File: src/rtl/smc_access_sched8.sv
`default_nettype none
// ============================================================================
// Module   : smc_access_sched8
// Purpose  : Two-requester round-robin arbiter and strobe timing sequencer for
//            the SMC external memory path. Each granted access walks through
//            ADDR -> ACCESS -> HOLD -> TURN -> IDLE. The length of each phase
//            comes from the timing configuration, which is captured when the
//            access is granted.
// Ports    : hclk8        - system clock, rising edge
//            sys_rst8     - synchronous active-high reset
//            req8[1:0]    - per-requester access request (level)
//            we8[1:0]     - per-requester direction, 1 = write
//            cfg_rd_ws8   - read wait states (ACCESS lasts ws+1 cycles)
//            cfg_wr_ws8   - write wait states
//            cfg_hold8    - hold cycles after the strobe
//            cfg_turn8    - bus turnaround cycles after the access
//            gnt8[1:0]    - one-hot grant, ADDR through HOLD
//            done8[1:0]   - completion pulse in the last ACCESS cycle
//            smc_cs8      - external chip select
//            smc_oe8      - read strobe
//            smc_we8      - write strobe
//            busy8        - sequencer not idle
// Revision : 1.0 - initial release
// ============================================================================
module smc_access_sched8 #(
    parameter int WS_W = 4
) (
    input  logic            hclk8,
    input  logic            sys_rst8,
    input  logic [1:0]      req8,
    input  logic [1:0]      we8,
    input  logic [WS_W-1:0] cfg_rd_ws8,
    input  logic [WS_W-1:0] cfg_wr_ws8,
    input  logic [1:0]      cfg_hold8,
    input  logic [1:0]      cfg_turn8,
    output logic [1:0]      gnt8,
    output logic [1:0]      done8,
    output logic            smc_cs8,
    output logic            smc_oe8,
    output logic            smc_we8,
    output logic            busy8
);

    localparam logic [2:0] c_ST_IDLE   = 3'd0;
    localparam logic [2:0] c_ST_ADDR   = 3'd1;
    localparam logic [2:0] c_ST_ACCESS = 3'd2;
    localparam logic [2:0] c_ST_HOLD   = 3'd3;
    localparam logic [2:0] c_ST_TURN   = 3'd4;

    // Phase state and the parameters of the access in flight.
    logic [2:0]      r_state;
    logic [WS_W-1:0] r_cnt;      // cycles remaining in the current phase after this one
    logic            r_last;     // requester granted most recently
    logic            r_win;
    logic            r_we;
    logic [1:0]      r_hold;
    logic [1:0]      r_turn;

    logic            w_win;
    logic            w_we;
    logic [WS_W-1:0] w_ws;
    logic            w_arb;
    logic            w_cur_win;
    logic            w_cur_we;
    logic [1:0]      w_win_oh;
    logic [2:0]      w_nxt_state;
    logic [WS_W-1:0] w_nxt_cnt;
    logic            w_nxt_done;
    logic            w_on_bus;

    // Arbitration: on a tie, the requester that was not served last wins.
    assign w_win     = (req8 == 2'b11) ? ~r_last : req8[1];
    assign w_we      = we8[w_win];
    assign w_ws      = w_we ? cfg_wr_ws8 : cfg_rd_ws8;
    assign w_arb     = (r_state == c_ST_IDLE) && (req8 != 2'b00);

    // Outputs are registered against the next state, so on the arbitration
    // edge the freshly selected winner must be used instead of r_win.
    assign w_cur_win = w_arb ? w_win : r_win;
    assign w_cur_we  = w_arb ? w_we  : r_we;
    assign w_win_oh  = w_cur_win ? 2'b10 : 2'b01;

    always_comb begin
        w_nxt_state = r_state;
        w_nxt_cnt   = r_cnt;
        w_nxt_done  = 1'b0;
        case (r_state)
            c_ST_IDLE: begin
                if (w_arb) begin
                    w_nxt_state = c_ST_ADDR;
                    // Wait-state count rides through ADDR in the counter.
                    w_nxt_cnt   = w_ws;
                end
            end
            c_ST_ADDR: begin
                w_nxt_state = c_ST_ACCESS;
                w_nxt_done  = (r_cnt == '0);
            end
            c_ST_ACCESS: begin
                if (r_cnt != '0) begin
                    w_nxt_cnt  = r_cnt - WS_W'(1);
                    w_nxt_done = (r_cnt == WS_W'(1));
                end else if (r_hold != 2'd0) begin
                    w_nxt_state = c_ST_HOLD;
                    w_nxt_cnt   = WS_W'(r_hold - 2'd1);
                end else if (r_turn != 2'd0) begin
                    w_nxt_state = c_ST_TURN;
                    w_nxt_cnt   = WS_W'(r_turn - 2'd1);
                end else begin
                    w_nxt_state = c_ST_IDLE;
                end
            end
            c_ST_HOLD: begin
                if (r_cnt != '0) begin
                    w_nxt_cnt = r_cnt - WS_W'(1);
                end else if (r_turn != 2'd0) begin
                    w_nxt_state = c_ST_TURN;
                    w_nxt_cnt   = WS_W'(r_turn - 2'd1);
                end else begin
                    w_nxt_state = c_ST_IDLE;
                end
            end
            c_ST_TURN: begin
                if (r_cnt != '0) begin
                    w_nxt_cnt = r_cnt - WS_W'(1);
                end else begin
                    w_nxt_state = c_ST_IDLE;
                end
            end
            default: begin
                w_nxt_state = c_ST_IDLE;
                w_nxt_cnt   = '0;
            end
        endcase
    end

    assign w_on_bus = (w_nxt_state == c_ST_ADDR) || (w_nxt_state == c_ST_ACCESS) ||
                      (w_nxt_state == c_ST_HOLD);

    always_ff @(posedge hclk8) begin
        if (sys_rst8) begin
            r_state <= c_ST_IDLE;
            r_cnt   <= '0;
            r_last  <= 1'b1;
            r_win   <= 1'b0;
            r_we    <= 1'b0;
            r_hold  <= 2'd0;
            r_turn  <= 2'd0;
            gnt8    <= 2'b00;
            done8   <= 2'b00;
            smc_cs8 <= 1'b0;
            smc_oe8 <= 1'b0;
            smc_we8 <= 1'b0;
            busy8   <= 1'b0;
        end else begin
            r_state <= w_nxt_state;
            r_cnt   <= w_nxt_cnt;
            if (w_arb) begin
                r_win  <= w_win;
                r_we   <= w_we;
                r_hold <= cfg_hold8;
                r_turn <= cfg_turn8;
                r_last <= w_win;
            end
            gnt8    <= w_on_bus ? w_win_oh : 2'b00;
            done8   <= w_nxt_done ? w_win_oh : 2'b00;
            smc_cs8 <= w_on_bus;
            smc_oe8 <= (w_nxt_state == c_ST_ACCESS) && !w_cur_we;
            smc_we8 <= (w_nxt_state == c_ST_ACCESS) && w_cur_we;
            busy8   <= (w_nxt_state != c_ST_IDLE);
        end
    end

endmodule
`default_nettype wire

File: config.mk
export PLATFORM = sky130hd
export DESIGN_NAME = smc_access_sched8
export DESIGN_NICKNAME = d
export VERILOG_FILES = /design/src/rtl/smc_access_sched8.sv
export SDC_FILE = /design/constraint.sdc
export NUM_CORES = 1
export LEC_CHECK = 0
export CAP_MARGIN = 20
export CORE_MARGIN = 4
export CORE_UTILIZATION = 49
export CTS_CLUSTER_SIZE = 8
export DETAILED_ROUTE_END_ITERATION = 10
export PLACE_DENSITY = 0.85
export SYNTH_ARGS = -nofsm -noshare
export SYNTH_HDL_FRONTEND = slang
export SYNTH_SLANG_ARGS = --single-unit
File: constraint.sdc
create_clock -name hclk8 -period 2 [get_ports hclk8]
set_input_delay 0.3 -clock hclk8 [delete_from_list [all_inputs] [get_ports hclk8]]
set_output_delay 0.3 -clock hclk8 [all_outputs]
set_load 0.02 [all_outputs]
==> results of run 1 <==
-- routing by layer --
layer,global-route usage (%),wire (um)
met2,31.3,1380
met5,0,0
met4,3.64,38
met1,22.8,1220
met3,4.68,322
-- metrics by stage --
stage / utilization (%) / worst slack, ns
5_1_grt: 70.3 / 0.0453
3_5_place_dp: 68.0 / 0.00534
3_3_place_gp: 68.0 / 0.0474
6_report: 70.3 / 0.109
4_1_cts: 70.3 / 0.158
2_1_floorplan: - / 0.266
-- placed cells by master, fill, tap and decap left out, types with 2 or more instances in the layout --
master,synthesis,routed
clkdlybuf4s50_1,0,25
nor2_1,23,23
dfxtp_1,22,22
nand2_1,12,12
buf_4,0,11
a21oi_1,10,10
inv_1,7,7
mux2i_1,6,6
o21ai_0,4,4
or3_1,4,4
nor3_1,3,3
a31oi_1,3,3
o22ai_1,3,3
clkbuf_4,0,3
a211oi_1,2,2
and2_1,2,2
o211ai_1,2,2
o21a_1,2,2
nor2b_1,2,2
ha_1,2,2
-- cell usage after synthesis (all sizes together) (2+ instances only) --
master	n	area, um^2
o21a	2	15.0
a21oi	10	50.1
and2	3	20.0
nor3	3	15.0
o21ai	4	20.0
clkbuf	4	15.0
a21o	2	16.3
mux2	2	22.5
inv	7	26.3
nor2b	2	12.5
ha	2	25.0
buf	2	16.3
o22ai	3	18.8
nand2	12	45.0
o211ai	2	15.0
dfxtp	22	440
or3	4	25.0
a211oi	2	15.0
mux2i	7	82.6
nor2	24	97.6
nor3b	2	20.0
a31oi	3	18.8
-- worst paths after layout --
| kind | startpoint | to | slack [ns] | cells after the start |
|---|---|---|---|---|
| worst max-delay path | r_cnt[1] | r_cnt[0] | 0.11 | 6 |
| worst min-delay path | r_we | smc_oe8 | 0.45 | 1 |
| worst max register to register | r_cnt[1] | r_cnt[0] | 0.11 | 6 |
| worst min register to register | r_we | smc_oe8 | 0.45 | 1 |
-- logic make-up after synthesis --
group                      after synthesis  share of synthesized area [%]
buffers and inverters                   13                           4.75
DFF                                     22                           36.4
adders and majority gates                2                           2.07
AOI/OAI and AO/OA                       40                           24.0
muxes                                    9                           8.68
and+or+nand+nor                         58                           24.2
-- sequential cells by signal (all words and copies together) (netlist names) --
name     count
busy8        1
done8        2
gnt8         2
r_cnt        4
r_hold       2
r_last       1
r_state      3
r_turn       2
r_we         1
r_win        1
smc_cs8      1
smc_oe8      1
smc_we8      1
-- power by group --
group          switching (uW)  internal [uW]
sequential               75.2            508
combinational             333            326
clock                     136            203
-- area by class of cell --
| type | count | area [um^2] | area share, % |
|---|---|---|---|
| Inverter | 7 | 26.3 | 1.64 |
| Clock buffer | 3 | 22.5 | 1.41 |
| Sequential cell | 22 | 440 | 27.5 |
| Timing Repair Buffer | 36 | 333 | 20.8 |
| Clock inverter | 1 | 30.0 | 1.88 |
| Tap cell | 28 | 35.0 | 2.19 |
| Multi-Input combinational cell | 109 | 713 | 44.6 |
==> reports/results.txt, run 1 <==
status - completed
CP cell instances - inv_1 > ha_1 > or3b_4 > a21oi_1 > o221ai_1 > o221a_2
Layout fillers - 183
Relative slew margins - 71.2%
die height - 57.7 um
fin nets - 199
Ports - 26
Crit Path Max Fanout - 5
CP max stage delay - 0.43 ns
Num CTS Buffers - 3
Final Instance Area - 0.00160 mm^2
upper clock frequency limit - 529 MHz
area grow syn2layout - 32.1%
DIE AREA - 0.00333 mm^2
vias after detailed routing - 1180
final wirelength - 2.96 mm
max_cap viols - 0
setup_tns - 0 ns
maximum vdd drop - 0.895 mV
FFs w/ async S/R, synth - 0%
leakage - 0.000662 uW
syn_area_per_cell - 8.41 um^2
crit start category - flop
Placed Area - 0.00155 mm^2
Finished Layout Cells - 206
CP top delay family - compound AO/OA/AOI/OAI gates
post-CTS setup buffers - 0
Pins Over Slew Limit - 0
DRC - 0
register area share after synthesis - 36.4%
Tmin final - 1.89 ns
Overall Power - 1580 uW
hpwl dp - 2.28 mm
Vias/cell - 5.73
first-pass GRT wire length - 4.80 mm
Syn Std Cell Area - 0.00121 mm^2
Synth Warn # - 0
DR pass1 iterations - 4
power per cell area - 987 mW/mm^2
share of cells above drive strength 1 - 15.7%
post-DR wirelength/cell - 14.4 um
die boundary width - 57.7 um
initial antenna violation count - 0
Req. time, crit path - 2.22 ns
CTS resizes - 0
HP Class - reg -> reg
H-Tree Level Count - 1
gpl congestion - 0.839
Yosys reg bits - 22
EDFF count, synth - 0
Starting Density - 53.2%
maximum number of pins on one net before global-route repair - 16
DP Cell Count - 202
Overflow after GRT - 0
Final Hold Viols - 0
Period Utilization, post-route - 94.6%
remaining antenna violation count - 0
Final Skew - 0.00328 ns
WS Path Type - reg -> reg
CP bufs+invs - 1
vias in the first global route - 1078
Antenna diodes - 0
synth unique cells - 49
CP max stage cell - or3b_4
CTS Buffer Depth - 2
Clk Latency, worst-skew pair - 0.31 ns
hold buffers post-CTS - 0
Clock Sinks - 22
RSZ-0062 raised after global routing - no
Setup crit end kind - flop
# setup viols final - 0
Port Buffers - 25
total track usage - 18.2%
Site Rows - 17
core area - 0.00228 mm^2
CTS tree - built
syn nets - 164
DRT iter0 DRCs - 46
Top FF cell, synth - dfxtp_1
Clock transition at path regs - 0.12 ns
Worst-Margin Slew - 0.429 ns
Post-Synthesis Cells - 144
Arrival @ worst endpoint - 2.11 ns
clk root buf - clkbuf_4
Worst Hold Slack - 0.454 ns
Note: power is estimated with default switching activity, not from simulation.
==> inputs of run 2 (changes only) <==
--- a/config.mk
+++ b/config.mk
@@ -7,10 +7,10 @@
 export LEC_CHECK = 0
 export CAP_MARGIN = 20
 export CORE_MARGIN = 4
-export CORE_UTILIZATION = 49
+export CORE_UTILIZATION = 40
 export CTS_CLUSTER_SIZE = 8
 export DETAILED_ROUTE_END_ITERATION = 10
-export PLACE_DENSITY = 0.85
+export PLACE_DENSITY = 0.68
 export SYNTH_ARGS = -nofsm -noshare
 export SYNTH_HDL_FRONTEND = slang
 export SYNTH_SLANG_ARGS = --single-unit
==> run 2 against run 1 <==
Sequential share of layout area decreased by 0.065 points. Setup slack improved by 0.065 ns. Final cell count increased by 1.5%. Critical endpoint unchanged. Largest cell class unchanged.
==> reports/results.txt, run 2 (same netlist as run 1, synthesis figures left out) <==
Clock transition at path regs - 0.13 ns
share of cells above drive strength 1 - 15.7%
Clock Sinks - 22
remaining antenna violation count - 0
CTS resizes - 0
max_cap viols - 0
crit start category - flop
Final Skew - 0.00846 ns
Pins Over Slew Limit - 0
DR pass1 iterations - 4
CP cell instances - inv_1 > ha_1 > or3b_4 > a21oi_1 > o221ai_1 > o221a_2
Placed Area - 0.00155 mm^2
die height - 63.0 um
core area - 0.00283 mm^2
DIE AREA - 0.00397 mm^2
Num CTS Buffers - 3
GR Util met1 - 17.8%
FF/Latch Area - 440 um^2
Overflow after GRT - 0
final wirelength - 3.04 mm
Clk Latency, worst-skew pair - 0.32 ns
maximum vdd drop - 0.672 mV
CP bufs+invs - 1
Relative slew margins - 69.1%
Tmin final - 1.83 ns
upper clock frequency limit - 548 MHz
Site Rows - 19
leakage - 0.000662 uW
Ports - 26
area grow syn2layout - 32.4%
die boundary width - 63.0 um
Worst-Margin Slew - 0.462 ns
WS Path Type - reg -> reg
biggest regs - r_cnt: 4 flops, r_state: 3 flops
Setup crit end kind - flop
gpl congestion - 0.853
total track usage - 15.9%
CP max stage delay - 0.42 ns
first-pass GRT wire length - 5.08 mm
CTS tree - built
Layout fillers - 264
Final Hold Viols - 0
gr busiest metal - met2
Arrival @ worst endpoint - 2.05 ns
fin nets - 199
Crit Path Max Fanout - 5
GR Util met3 - 4.86%
final core utilization - 56.7%
RSZ-0062 raised after global routing - no
Period Utilization, post-route - 91.3%
clk root buf - clkbuf_4
Top reg by flops - r_cnt
max reg flops - 4
vias after detailed routing - 1151
status - completed
hpwl dp - 2.32 mm
met2 global-route usage - 28.9%
commonest non-fill, non-tap cell in the layout - clkdlybuf4s50_1
power per cell area - 988 mW/mm^2
H-Tree Level Count - 1
CP max stage cell - or3b_4
DRC - 0
post-DR wirelength/cell - 14.5 um
CP top delay family - compound AO/OA/AOI/OAI gates
Antenna diodes - 0
Req. time, crit path - 2.22 ns
initial antenna violation count - 0
# setup viols final - 0
Final Instance Area - 0.00160 mm^2
footprint of the multi-input gates - 713 um^2
HP Class - reg -> reg
maximum number of pins on one net before global-route repair - 16
vias in the first global route - 1107
DRT iter0 DRCs - 48
most frequent cells in the layout - clkdlybuf4s50_1 (25), nor2_1 (23), dfxtp_1 (22)
hold buffers post-CTS - 0
Starting Density - 42.8%
CTS Buffer Depth - 2
post-CTS setup buffers - 0
Port Buffers - 25
Vias/cell - 5.51
-- run 2: cell counts in the layout (fill, tap and decap cells not counted) --
No cell type changed its count.
-- run 2: final timing paths --
path,from,end,slack [ns],cells past startpoint
min,r_we,smc_oe8,0.45,1
min reg2reg,r_we,smc_oe8,0.45,1
max reg2reg,r_cnt[1],r_cnt[0],0.17,6
max,r_cnt[1],r_cnt[0],0.17,6
-- run 2: routing by layer --
layer / up-vias / share of wire, %
met5: - / 0
met3: 5 / 6.6
met2: 29 / 50
met1: 537 / 42
li1: 580 / -
met4: 0 / 1.0
-- run 2: layout make-up --
cell class,count,share of cell area [%]
tap,31,2.42
inverter,7,1.64
clock buffer,3,1.40
sequential,22,27.5
multi-input combinational,109,44.5
timing repair buffer,36,20.7
clock inverter,1,1.87
-- run 2: metrics by stage --
| step | total power, uW | setup slack [ns] | hold slack [ns] | std cells | setup TNS, ns |
|---|---|---|---|---|---|
| global placement | 1220 | 0.0136 | 0.433 | 205 | 0 |
| finish | 1580 | 0.174 | 0.453 | 209 | 0 |
| detailed placement | 1240 | -0.0612 | 0.437 | 205 | -0.123 |
| global route | 1680 | 0.0816 | 0.479 | 209 | 0 |
| CTS | 1580 | 0.192 | 0.456 | 209 | 0 |
| floorplan | 1020 | 0.266 | 0.414 | 144 | 0 |
-- run 2: where the power goes --
part	switching [uW]	total, uW	internal (uW)
clock network	141	344	203
registers	74.0	582	508
logic	331	658	327
